File: config.mk
export PLATFORM = sky130hd
export DESIGN_NAME = blackjack_table_flat
export DESIGN_NICKNAME = d
export VERILOG_FILES = /design/src/rtl/blackjack_table_if.sv /design/src/rtl/blackjack_table.sv /design/src/flat_wrapper.sv
export SDC_FILE = /design/constraint.sdc
export NUM_CORES = 1
export LEC_CHECK = 0
export CAP_MARGIN = 10
export CORE_MARGIN = 2
export CORE_UTILIZATION = 30
export CTS_BUF_LIST = sky130_fd_sc_hd__clkbuf_8
export DETAILED_ROUTE_END_ITERATION = 16
export HOLD_SLACK_MARGIN = 0.1
export PLACE_DENSITY = 0.49
export SYNTH_ARGS = -nofsm -noshare
export SYNTH_HDL_FRONTEND = slang
export SYNTH_SLANG_ARGS = --single-unit
File: constraint.sdc
create_clock -name clk -period 4.7 [get_ports clk]
set_input_delay 1.175 -clock clk [delete_from_list [all_inputs] [get_ports clk]]
set_output_delay 1.175 -clock clk [all_outputs]
set_load 0.02 [all_outputs]
File: src/rtl/blackjack_table_if.sv
// Card-source handshake between the shuffler and the blackjack table.
//
// The card source (master) presents a rank with cardValid. The table (slave)
// raises cardReady when it wants a card. A card moves on every clock edge
// where both are high.
//   cardValid  master->slave  a card is present on cardRank
//   cardRank   master->slave  1 = ace, 2..10 = pips, 11..13 = face
//   cardReady  slave->master  the table will take a card this cycle
interface blackjack_table_if;
  logic       cardValid;
  logic [3:0] cardRank;
  logic       cardReady;

  modport master (output cardValid, output cardRank, input cardReady);
  modport slave  (input cardValid, input cardRank, output cardReady);
endinterface

File: src/rtl/blackjack_table.sv
// Blackjack round controller for one dealer and NUM_PLAYERS seats.
//
// The block pulls cards from a card source and scores every hand with
// soft-ace handling. It steps the dealer and each seat through a round
// under the hit/stand keys, then publishes a result for each seat.
//
// Ports
//   clk, reset  system clock; synchronous active-high reset
//   dealKey     active-low deal key (starts a round from idle/done)
//   playerKeys  active-low keys, {stand,hit} of seat p at [2p+1:2p]
//   card        card-source handshake (slave side)
//   playerSums  best sum of seat p at [5p+4:5p]
//   dealerSum   dealer best sum
//   gameState   FSM state encoding
//   whoseTurn   seat being served; NUM_PLAYERS means the dealer
//   results     per seat: 0 pending, 1 lose, 2 push, 3 win
module blackjack_table #(
  parameter int NUM_PLAYERS   = 2,
  parameter int CHARLIE_CARDS = 5,
  parameter int DEALER_STAND  = 17
) (
  input  logic                       clk,
  input  logic                       reset,
  input  logic                       dealKey,
  input  logic [2*NUM_PLAYERS-1:0]   playerKeys,
  blackjack_table_if.slave           card,
  output logic [5*NUM_PLAYERS-1:0]   playerSums,
  output logic [4:0]                 dealerSum,
  output logic [3:0]                 gameState,
  output logic [2:0]                 whoseTurn,
  output logic [2*NUM_PLAYERS-1:0]   results
);

  typedef enum logic [3:0] {
    S_IDLE            = 4'd0,
    S_DEAL_DEALER1    = 4'd1,
    S_DEAL_DEALER2    = 4'd2,
    S_CHECK_DEALER_BJ = 4'd3,
    S_DEAL_P1         = 4'd4,
    S_DEAL_P2         = 4'd5,
    S_CHECK_PLAYER    = 4'd6,
    S_WAIT_INPUT      = 4'd7,
    S_DEAL_HIT        = 4'd8,
    S_NEXT_PLAYER     = 4'd9,
    S_DEALER_PLAY     = 4'd10,
    S_RESOLVE         = 4'd11,
    S_DONE            = 4'd12
  } state_t;

  // The dealer's hand is stored in the slot just after the last seat, so
  // whoseTurn always selects the hand that receives the next card.
  localparam int         SEATS       = NUM_PLAYERS + 1;
  localparam logic [2:0] DEALER_SEAT = 3'(NUM_PLAYERS);
  localparam logic [2:0] LAST_PLAYER = 3'(NUM_PLAYERS - 1);

  localparam logic [1:0] R_PENDING = 2'd0;
  localparam logic [1:0] R_LOSE    = 2'd1;
  localparam logic [1:0] R_PUSH    = 2'd2;
  localparam logic [1:0] R_WIN     = 2'd3;

  state_t                   state, state_next;
  logic [2:0]               turn, turn_next;
  logic [4:0]               hard      [SEATS];
  logic [4:0]               hard_next [SEATS];
  logic                     ace       [SEATS];
  logic                     ace_next  [SEATS];
  logic [3:0]               cnt       [SEATS];
  logic [3:0]               cnt_next  [SEATS];
  logic [4:0]               best      [SEATS];
  logic [4:0]               best_next [SEATS];
  logic [2*NUM_PLAYERS-1:0] res, res_next;
  logic                     ready, ready_next;

  logic                     deal_s1, deal_s2, deal_press;
  logic [2*NUM_PLAYERS-1:0] keys_s1, keys_s2, key_press;

  logic       accept;
  logic [4:0] cur_hard, cur_best, add_hard, add_best;
  logic       cur_ace, add_ace;
  logic [3:0] cur_cnt, add_cnt;
  logic       cur_hit, cur_stand;
  logic       all_decided;
  logic       seat_done;
  logic [1:0] seat_result;
  logic [4:0] dealer_best;

  // Ace counts 1, faces count 10.
  function automatic logic [4:0] card_value(input logic [3:0] rank);
    if (rank > 4'd10) return 5'd10;
    return {1'b0, rank};
  endfunction

  // One ace may be promoted to 11 when that does not bust the hand.
  function automatic logic [4:0] best_of(input logic [4:0] h, input logic a);
    if (a && (h <= 5'd11)) return h + 5'd10;
    return h;
  endfunction

  assign accept         = ready & card.cardValid;
  assign card.cardReady = ready;
  assign gameState      = state;
  assign whoseTurn      = turn;
  assign results        = res;
  assign dealerSum      = best[NUM_PLAYERS];
  assign dealer_best    = best[NUM_PLAYERS];

  // Seat sums are published straight from the per-hand best-sum registers.
  always_comb begin
    playerSums = '0;
    for (int p = 0; p < NUM_PLAYERS; p++) begin
      playerSums[5*p +: 5] = best[p];
    end
  end

  // Pull out the hand and key presses belonging to the seat being served,
  // and work out what that hand would become with the card on offer.
  always_comb begin
    cur_hard  = '0;
    cur_ace   = 1'b0;
    cur_cnt   = '0;
    cur_best  = '0;
    cur_hit   = 1'b0;
    cur_stand = 1'b0;
    for (int i = 0; i < SEATS; i++) begin
      if (3'(i) == turn) begin
        cur_hard = hard[i];
        cur_ace  = ace[i];
        cur_cnt  = cnt[i];
        cur_best = best[i];
      end
    end
    for (int p = 0; p < NUM_PLAYERS; p++) begin
      if (3'(p) == turn) begin
        cur_hit   = key_press[2*p];
        cur_stand = key_press[2*p+1];
      end
    end
    add_hard = cur_hard + card_value(card.cardRank);
    add_ace  = cur_ace | (card.cardRank == 4'd1);
    add_cnt  = (cur_cnt == 4'hF) ? cur_cnt : cur_cnt + 4'd1;
    add_best = best_of(add_hard, add_ace);
  end

  // Next-state logic. Card accepts are handled once up front for whichever
  // hand is being served; the state case then only decides where to go and
  // which results to record. cardReady is computed for the state being
  // entered so the registered output is correct on the very next cycle.
  always_comb begin
    state_next  = state;
    turn_next   = turn;
    res_next    = res;
    seat_done   = 1'b0;
    seat_result = R_PENDING;
    for (int i = 0; i < SEATS; i++) begin
      hard_next[i] = hard[i];
      ace_next[i]  = ace[i];
      cnt_next[i]  = cnt[i];
      best_next[i] = best[i];
    end

    if (accept) begin
      for (int i = 0; i < SEATS; i++) begin
        if (3'(i) == turn) begin
          hard_next[i] = add_hard;
          ace_next[i]  = add_ace;
          cnt_next[i]  = add_cnt;
          best_next[i] = add_best;
        end
      end
    end

    case (state)
      S_IDLE, S_DONE: begin
        if (deal_press) begin
          for (int i = 0; i < SEATS; i++) begin
            hard_next[i] = '0;
            ace_next[i]  = 1'b0;
            cnt_next[i]  = '0;
            best_next[i] = '0;
          end
          res_next   = '0;
          turn_next  = DEALER_SEAT;
          state_next = S_DEAL_DEALER1;
        end
      end
      S_DEAL_DEALER1: if (accept) state_next = S_DEAL_DEALER2;
      S_DEAL_DEALER2: if (accept) state_next = S_CHECK_DEALER_BJ;
      S_CHECK_DEALER_BJ: begin
        if ((cur_best == 5'd21) && (cur_cnt == 4'd2)) begin
          for (int p = 0; p < NUM_PLAYERS; p++) begin
            res_next[2*p +: 2] = R_LOSE;
          end
          state_next = S_DONE;
        end else begin
          turn_next  = '0;
          state_next = S_DEAL_P1;
        end
      end
      S_DEAL_P1: if (accept) state_next = S_DEAL_P2;
      S_DEAL_P2: if (accept) state_next = S_CHECK_PLAYER;
      S_CHECK_PLAYER: begin
        // Natural first, then bust, then the card-count win.
        seat_done = 1'b1;
        if ((cur_best == 5'd21) && (cur_cnt == 4'd2)) begin
          seat_result = R_WIN;
        end else if (cur_best > 5'd21) begin
          seat_result = R_LOSE;
        end else if (cur_cnt == 4'(CHARLIE_CARDS)) begin
          seat_result = R_WIN;
        end else begin
          seat_done = 1'b0;
        end
        if (seat_done) begin
          for (int p = 0; p < NUM_PLAYERS; p++) begin
            if (3'(p) == turn) res_next[2*p +: 2] = seat_result;
          end
          state_next = S_NEXT_PLAYER;
        end else begin
          state_next = S_WAIT_INPUT;
        end
      end
      S_WAIT_INPUT: begin
        if (cur_stand) begin
          state_next = S_NEXT_PLAYER;
        end else if (cur_hit) begin
          state_next = S_DEAL_HIT;
        end
      end
      S_DEAL_HIT: if (accept) state_next = S_CHECK_PLAYER;
      S_NEXT_PLAYER: begin
        if (turn == LAST_PLAYER) begin
          turn_next  = DEALER_SEAT;
          state_next = S_DEALER_PLAY;
        end else begin
          turn_next  = turn + 3'd1;
          state_next = S_DEAL_P1;
        end
      end
      S_DEALER_PLAY: begin
        // cardReady already encodes "dealer still needs cards".
        if (!ready) state_next = S_RESOLVE;
      end
      S_RESOLVE: begin
        for (int p = 0; p < NUM_PLAYERS; p++) begin
          if (res[2*p +: 2] == R_PENDING) begin
            if ((dealer_best > 5'd21) || (best[p] > dealer_best)) begin
              res_next[2*p +: 2] = R_WIN;
            end else if (best[p] == dealer_best) begin
              res_next[2*p +: 2] = R_PUSH;
            end else begin
              res_next[2*p +: 2] = R_LOSE;
            end
          end
        end
        state_next = S_DONE;
      end
      default: state_next = S_IDLE;
    endcase

    // The dealer skips drawing when no seat is left to play against.
    all_decided = 1'b1;
    for (int p = 0; p < NUM_PLAYERS; p++) begin
      if (res_next[2*p +: 2] == R_PENDING) all_decided = 1'b0;
    end

    case (state_next)
      S_DEAL_DEALER1, S_DEAL_DEALER2, S_DEAL_P1, S_DEAL_P2, S_DEAL_HIT:
        ready_next = 1'b1;
      S_DEALER_PLAY:
        ready_next = !all_decided && (best_next[NUM_PLAYERS] < 5'(DEALER_STAND));
      default:
        ready_next = 1'b0;
    endcase
  end

  // State, hands and key samplers. A press is the falling edge of the
  // registered key sample, itself registered, so a held key makes one press.
  always_ff @(posedge clk) begin
    if (reset) begin
      state      <= S_IDLE;
      turn       <= DEALER_SEAT;
      res        <= '0;
      ready      <= 1'b0;
      deal_s1    <= 1'b1;
      deal_s2    <= 1'b1;
      deal_press <= 1'b0;
      keys_s1    <= '1;
      keys_s2    <= '1;
      key_press  <= '0;
      for (int i = 0; i < SEATS; i++) begin
        hard[i] <= '0;
        ace[i]  <= 1'b0;
        cnt[i]  <= '0;
        best[i] <= '0;
      end
    end else begin
      state      <= state_next;
      turn       <= turn_next;
      res        <= res_next;
      ready      <= ready_next;
      deal_s1    <= dealKey;
      deal_s2    <= deal_s1;
      deal_press <= deal_s2 & ~deal_s1;
      keys_s1    <= playerKeys;
      keys_s2    <= keys_s1;
      key_press  <= keys_s2 & ~keys_s1;
      for (int i = 0; i < SEATS; i++) begin
        hard[i] <= hard_next[i];
        ace[i]  <= ace_next[i];
        cnt[i]  <= cnt_next[i];
        best[i] <= best_next[i];
      end
    end
  end

endmodule
File: src/flat_wrapper.sv
// flat-port wrapper written by rule: the top's interface ports become plain ports
module blackjack_table_flat 
#(
  parameter int NUM_PLAYERS   = 2,
  parameter int CHARLIE_CARDS = 5,
  parameter int DEALER_STAND  = 17
)
  (clk, reset, dealKey, playerKeys, playerSums, dealerSum, gameState, whoseTurn, results, card_cardValid, card_cardRank, card_cardReady);
  blackjack_table_if card_i ();
  input  logic clk;
  input  logic reset;
  input  logic dealKey;
  input  logic [2*NUM_PLAYERS-1:0] playerKeys;
  output logic [5*NUM_PLAYERS-1:0] playerSums;
  output logic [4:0] dealerSum;
  output logic [3:0] gameState;
  output logic [2:0] whoseTurn;
  output logic [2*NUM_PLAYERS-1:0] results;
  input wire logic [$bits(card_i.cardValid)-1:0] card_cardValid;
  input wire logic [$bits(card_i.cardRank)-1:0] card_cardRank;
  output wire logic [$bits(card_i.cardReady)-1:0] card_cardReady;
  assign card_i.cardValid = card_cardValid;
  assign card_i.cardRank = card_cardRank;
  assign card_cardReady = card_i.cardReady;
  blackjack_table #(.NUM_PLAYERS(NUM_PLAYERS), .CHARLIE_CARDS(CHARLIE_CARDS), .DEALER_STAND(DEALER_STAND)) u_core (.clk(clk), .reset(reset), .dealKey(dealKey), .playerKeys(playerKeys), .card(card_i), .playerSums(playerSums), .dealerSum(dealerSum), .gameState(gameState), .whoseTurn(whoseTurn), .results(results));
endmodule
# Word level (Yosys, flattened, before mapping)
# Memory sizes are Yosys's and may differ from the RTL's.
# Index checks and enable logic that the tools add are counted.
# op_classes
addsub	4
magnitude_cmp	7
n_eq_ne	30
muxes	100
bitwise	18
n_reduce_logical	17
# op_table
operator	count
two-way mux 5 bit	22
two-way mux 4 bit	24
two-way mux 15 bit	6
one-hot mux 4 bit (11 select lines)	1
two-way mux 12 bit	3
== test 4 bit (second input constant)	8
== test 4 x 3 -> 1 bit (second input constant)	7
two-way mux 1 bit	24
two-way mux 2 bit	11
two-way mux 3 bit	6
== test 4 x 2 -> 1 bit (second input constant)	4
one-hot mux 4 bit (4 select lines)	1
bitwise OR 1 bit	13
== test 4 x 1 -> 1 bit (second input constant)	3
== test 5 bit	2
greater-than comparator 5 bit	2
greater-than comparator 5 bit (second input constant)	2
one-hot mux 3 bit (3 select lines)	1
logical NOT 2 bit	4
adder 5 x 4 -> 5 bit (second input constant)	1
adder 5 bit	1
== test 5 bit (second input constant)	1
less-or-equal comparator 5 x 4 -> 1 bit (second input constant)	1
< comparator 5 bit (second input constant)	1
22 further kinds	27
# totals
reg_bits	27
ram_bits	45
inputBits	12
output_inout_bits	27
elab_cells	190
mem_count	4
# memory_table
name	words	word_bits	rd	rd_clocked_by_memory_dff	wr	line_no	rtl
u_core.best	3	5	3	0	3	blackjack_table.sv:69	logic [4:0] best [SEATS];
u_core.hard	3	5	3	0	3	blackjack_table.sv:63	logic [4:0] hard [SEATS];
u_core.cnt	3	4	3	0	3	blackjack_table.sv:67	logic [3:0] cnt [SEATS];
u_core.ace	3	1	3	0	3	blackjack_table.sv:65	logic ace [SEATS];

# Logic depth before layout (Yosys ltp)
# depth
ltp_word	17
depth_mapped	20
mapped_depth_nobuf	18

# Least setup slack after synthesis
# No wires, ideal clock.
# synth_timing
path_type	reg-to-reg
from	reg u_core.turn[1], in the netlist u_core.whoseTurn[1]
to	reg u_core.ready, in the netlist u_core.card.cardReady
t_arrival_ps	3933
required_time_ps	4621
slack_ps	687
path_stages_with_launch	20
n_path_buf	2
synth_period_minus_slack_ps	4013
path_cell_list	dfxtp_1 inv_1 ha_1 buf_4 and2b_1 buf_4 a22oi_1 a21oi_1 ha_1 fa_1 xor2_1 inv_1 ha_1 nand2_1 o21ai_0 a211oi_2 mux2i_1 and4b_1 nor3_2 a211oi_2
# synth_via
elab_chain_len	17
word_cells_on_any_way	70
# synth_rtl
item	line_no	rtl
start, declared	blackjack_table.sv:62	logic [2:0] turn, turn_next;
start signal, assigned	blackjack_table.sv:298	turn <= turn_next;
parallel branches: the longest is 16 deep, another holds adder 5 bit	n/a	
one-hot mux 1 bit (2 select lines) (*)	blackjack_table.sv:266	case (state_next)
end signal, assigned	blackjack_table.sv:300	ready <= ready_next;
end, declared	blackjack_table.sv:72	logic ready, ready_next;
# Mark *: on every way between the ends. The select of a mux whose other input is x is not followed.
# A chain may end at the register's enable or synchronous reset.

# Final worst setup path
# layout_timing
from	in card_cardRank[3]
to	reg u_core.ready, in the netlist u_core.card.cardReady
# layout_via
elab_chain_len	15
word_cells_on_any_way	19
# layout_rtl
item	line_no	rtl
start, declared	flat_wrapper.sv:20	input wire logic [$bits(card_i.cardRank)-1:0] card_cardRank;
greater-than comparator 4 bit	blackjack_table.sv:89	if (rank > 4'd10) return 5'd10;
two-way mux 1 bit	blackjack_table.sv:89	
two-way mux 5 bit	blackjack_table.sv:90	return {1'b0, rank};
adder 5 bit	blackjack_table.sv:138	add_hard = cur_hard + card_value(card.cardRank);
less-or-equal comparator 5 x 4 -> 1 bit	blackjack_table.sv:95	if (a && (h <= 5'd11)) return h + 5'd10;
logical AND 1 bit	blackjack_table.sv:95	
two-way mux 1 bit	blackjack_table.sv:95	
two-way mux 5 bit (*)	blackjack_table.sv:96	return h;
two-way mux 5 bit (*)	blackjack_table.sv:163	if (3'(i) == turn) begin
two-way mux 15 bit (*)	blackjack_table.sv:161	if (accept) begin
two-way mux 15 bit	blackjack_table.sv:174	if (deal_press) begin
two-way mux 15 bit (*)	blackjack_table.sv:172	case (state)
< comparator 5 bit (*)	blackjack_table.sv:270	ready_next = !all_decided && (best_next[NUM_PLAYERS] < 5'(DEALER_STAND));
logical AND 1 bit (*)	blackjack_table.sv:270	
one-hot mux 1 bit (2 select lines) (*)	blackjack_table.sv:266	
# Mark *: on every way between the ends. The rest lies on a longest branch, timed or not. The select of a mux whose other input is x is not followed.

==> PnR_summary.wiki <==
{| class="wikitable"
! Metric !! Value
|-
| Die height || 123 um
|-
| Placement Cell Area || 0.00483 mm^2
|-
| Die Area || 0.0152 mm^2
|-
| Relative slew margins || 43.1%
|-
| DRC Markers || 0
|-
| Leak || 1.85 nW
|-
| Kind of end point of the critical path || flop
|-
| Leading post-synthesis cells by instance count || sky130_fd_sc_hd__dfxtp_1 (72), sky130_fd_sc_hd__a21oi_1 (68), sky130_fd_sc_hd__nand2_1 (66), sky130_fd_sc_hd__nor2_1 (62), sky130_fd_sc_hd__inv_1 (26)
|-
| Critical path data required time || 4.97 ns
|-
| Number of maximum-capacitance constraint violations || 0
|-
| Chip width || 123 um
|-
| Setup violations, final || 0
|-
| Core area || 0.0139 mm^2
|-
| Antenna Diode Count || 0
|-
| Maximum number of pins on one net before global-route repair || 46
|-
| Global-route track usage on met1 || 23.2%
|-
| Layer carrying the most global-route usage || met2
|-
| Area of all placed cells without fillers || 0.00503 mm^2
|-
| Count of instances resized after the clock tree is built || 0
|-
| Total global routing overflow || 0
|-
| Register Area || 0.00144 mm^2
|-
| Worst slack on hold paths || 0.400 ns
|-
| Average routed wire per standard cell || 16.2 um
|-
| Routed via count || 3881
|-
| Clock-pin transition on the worst setup and hold timing paths || 0.09 ns
|-
| Fraction of post-synthesis cell area in the top cell type by area || 33.7%
|-
| Detailed-placement wirelength estimate || 8.88 mm
|-
| Setup repair bufs after CTS || 0
|-
| Setup repair after global routing missed its margin || no
|-
| Residual antenna-violating net count after detailed routing || 0
|-
| Maximum buffer depth of the clock tree || 2
|-
| Post-layout minimum cycle time || 4.19 ns
|-
| Mapped Avg Cell Area || 8.01 um^2
|-
| Fraction of layout cells with a size suffix above 1 || 10.7%
|-
| Setup crit start kind || input port
|-
| I/O pin cnt || 39
|-
| Warning count from the yosys run || 0
|-
| Sinks on the clock net || 72
|-
| Source-to-sink clock delay at the later pin of the worst-skew pair || 0.36 ns
|-
| Maximum fanout count along the critical path || 5
|-
| Tightest Pin Transition || 0.854 ns
|-
| Highest achievable clock rate || 239 MHz
|-
| Number of buffer cells added on primary ports || 38
|-
| Peak supply drop || 0.000102 V
|-
| Area of the mapped netlist || 0.00428 mm^2
|-
| Post-layout total power || 1.25 mW
|-
| Run status || complete, no violations
|-
| Part of the Yosys area used for sequential elements || 33.7%
|-
| # fillers || 1459
|-
| Clock buffers created by TritonCTS || 9
|-
| Final slew viol count || 0
|-
| Number of violations reported at the end of detailed-routing iteration 0 || 275
|-
| Class of the most critical hold timing path || flop to flop
|-
| CTS tree || done
|-
| Count of hold-fix buffers inserted at cts || 0
|-
| Flops & latches, synth || 72
|-
| Drt total wl || 12.2 mm
|-
| Routability-driven placement congestion ratio || 0.821
|-
| Number of hold violations in the final report || 0
|-
| Number of standard cells after synthesis || 534
|-
| Ranking of synthesized cells by area || sky130_fd_sc_hd__dfxtp_1 (34%), sky130_fd_sc_hd__a21oi_1 (8.0%), sky130_fd_sc_hd__ha_1 (7.0%)
|-
| Layout area overhead || 17.5%
|-
| Total Routing Usage GR || 16.9%
|-
| Met2 track demand over resource || 27.4%
|-
| Period utilization || 89.2%
|-
| Number of synthesized flops with an enable pin || 0
|-
| # rows || 43
|-
| Post-synth net total || 571
|-
| Most common cell in the synthesized netlist || sky130_fd_sc_hd__dfxtp_1
|-
| Sum of negative setup slack || 0 ns
|-
| Count of different cell masters after synthesis || 65
|-
| Global routing met3 resource utilization || 2.72%
|-
| Vias in the first global route || 3572
|-
| Arrival time at the worst endpoint || 4.46 ns
|-
| Clk root buf || sky130_fd_sc_hd__clkbuf_8
|-
| H-tree lvl count || 3
|-
| Avg Vias per Cell || 5.16
|-
| Worst clock skew || 0.0167 ns
|-
| Yosys top cell by area || sky130_fd_sc_hd__dfxtp_1
|-
| Worst setup path category || input port to flop
|-
| Pwr Density || 248 mW/mm^2
|-
| Wire length of the first global-routing pass || 19.6 mm
|-
| Number of detailed-route iterations in the first pass || 4
|-
| Initial antenna violation count || 0
|-
| Top flip-flop cell by instance count after synthesis || sky130_fd_sc_hd__dfxtp_1
|-
| Starting density of the core || 30.8%
|-
| Number of nets in the layout || 604
|-
| Total area of multi-input combinational cells || 0.00257 mm^2
|-
| Async set-or-reset flop fraction in the synthesized netlist || 0%
|}
-- metal layers --
layer / routed length, um / part of all wire [%]
met1: 5990 / 49
met2: 5660 / 46
met3: 411 / 3.4
met4: 138 / 1.1
met5: 0 / 0
-- flip-flops by register name (all words and copies together), names as in the netlist, 4 cells and up --
signal,count
u_core.best,15
u_core.hard,15
u_core.cnt,12
u_core.gameState,4
u_core.key_press,4
u_core.keys_s1,4
u_core.keys_s2,4
u_core.results,4
-- per-stage QoR --
| step | cells | util [%] | setup slack, ns |
|---|---|---|---|
| after global placement | 736 | 34.8 | 0.216 |
| after floorplan | 534 | - | 0.687 |
| after detailed placement | 736 | 34.8 | 0.188 |
| after global routing | 752 | 36.2 | 0.240 |
| after CTS | 752 | 36.2 | 0.550 |
| final | 752 | 36.2 | 0.509 |
-- final timing paths --
check	startpoint	end	slack [ns]	cells after the start
worst min register to register	u_core.deal_s2	u_core.deal_press	0.40	2
worst min-delay path	u_core.deal_s2	u_core.deal_press	0.40	2
worst max-delay path	card_cardRank[3]	u_core.card.cardReady	0.51	15
worst max register to register	u_core.whoseTurn[1]	u_core.card.cardReady	0.69	17
-- critical path, stage by stage --
cell	delay (ns)
sky130_fd_sc_hd__clkdlybuf4s50_1	0.56
sky130_fd_sc_hd__o21ai_0	0.10
sky130_fd_sc_hd__and2_1	0.16
sky130_fd_sc_hd__ha_1	0.22
sky130_fd_sc_hd__fa_1	0.40
sky130_fd_sc_hd__xor2_1	0.19
sky130_fd_sc_hd__inv_1	0.13
sky130_fd_sc_hd__ha_1	0.16
sky130_fd_sc_hd__nand2_1	0.04
sky130_fd_sc_hd__o21ai_0	0.34
sky130_fd_sc_hd__a211oi_2	0.16
sky130_fd_sc_hd__xnor2_1	0.34
sky130_fd_sc_hd__and4b_1	0.25
sky130_fd_sc_hd__nor3_2	0.05
sky130_fd_sc_hd__a211oi_2	0.19
-- report_power, final --
group | internal, mW | total, mW | switching [mW]
logic | 0.0503 | 0.118 | 0.0675
clock network | 0.257 | 0.499 | 0.242
registers | 0.619 | 0.630 | 0.0102
-- layout make-up --
| type | count | share of cell area (%) |
|---|---|---|
| Inverter | 26 | 1.94 |
| Clock inverter | 6 | 1.19 |
| Clock buffer | 10 | 2.74 |
| Sequential cell | 72 | 28.7 |
| Timing Repair Buffer | 53 | 9.81 |
| Tap cell | 180 | 4.48 |
| Multi-Input combinational cell | 405 | 51.2 |
-- cells by family (layout without fill, tap and decap cells) --
kind of cell / count (synthesis) / after routing / synth area share, %
AO/OA/AOI/OAI: 150 / 150 / 24.0
XOR/XNOR: 7 / 7 / 1.61
adder cells (fa/ha/maj): 25 / 25 / 7.49
flip-flops: 72 / 72 / 33.7
multiplexers: 8 / 8 / 1.93
AND/OR/NAND/NOR: 215 / 215 / 25.1
buffers and inverters: 57 / 95 / 6.17
-- placed cells by master, fill, tap and decap left out, types with 3 or more instances in the layout --
| master | n |
|---|---|
| sky130_fd_sc_hd__and2_1 | 6 |
| sky130_fd_sc_hd__a211oi_1 | 19 |
| sky130_fd_sc_hd__and3_1 | 5 |
| sky130_fd_sc_hd__xnor2_1 | 3 |
| sky130_fd_sc_hd__clkdlybuf4s50_1 | 38 |
| sky130_fd_sc_hd__clkbuf_8 | 10 |
| sky130_fd_sc_hd__dfxtp_1 | 72 |
| sky130_fd_sc_hd__inv_1 | 27 |
| sky130_fd_sc_hd__a21o_1 | 8 |
| sky130_fd_sc_hd__xor2_1 | 3 |
| sky130_fd_sc_hd__ha_1 | 24 |
| sky130_fd_sc_hd__or2_2 | 13 |
| sky130_fd_sc_hd__nand3_1 | 12 |
| sky130_fd_sc_hd__a221oi_1 | 4 |
| sky130_fd_sc_hd__nand3b_1 | 8 |
| sky130_fd_sc_hd__a21oi_1 | 68 |
| sky130_fd_sc_hd__nor2_1 | 62 |
| sky130_fd_sc_hd__nand2b_1 | 7 |
| sky130_fd_sc_hd__buf_4 | 15 |
| sky130_fd_sc_hd__mux2i_1 | 6 |
| sky130_fd_sc_hd__o21ai_0 | 12 |
| sky130_fd_sc_hd__a22oi_1 | 8 |
| sky130_fd_sc_hd__nor2b_1 | 10 |
| sky130_fd_sc_hd__nand2_1 | 66 |
| sky130_fd_sc_hd__nor3_1 | 9 |
No activity file was read; power rests on OpenSTA's default activity.
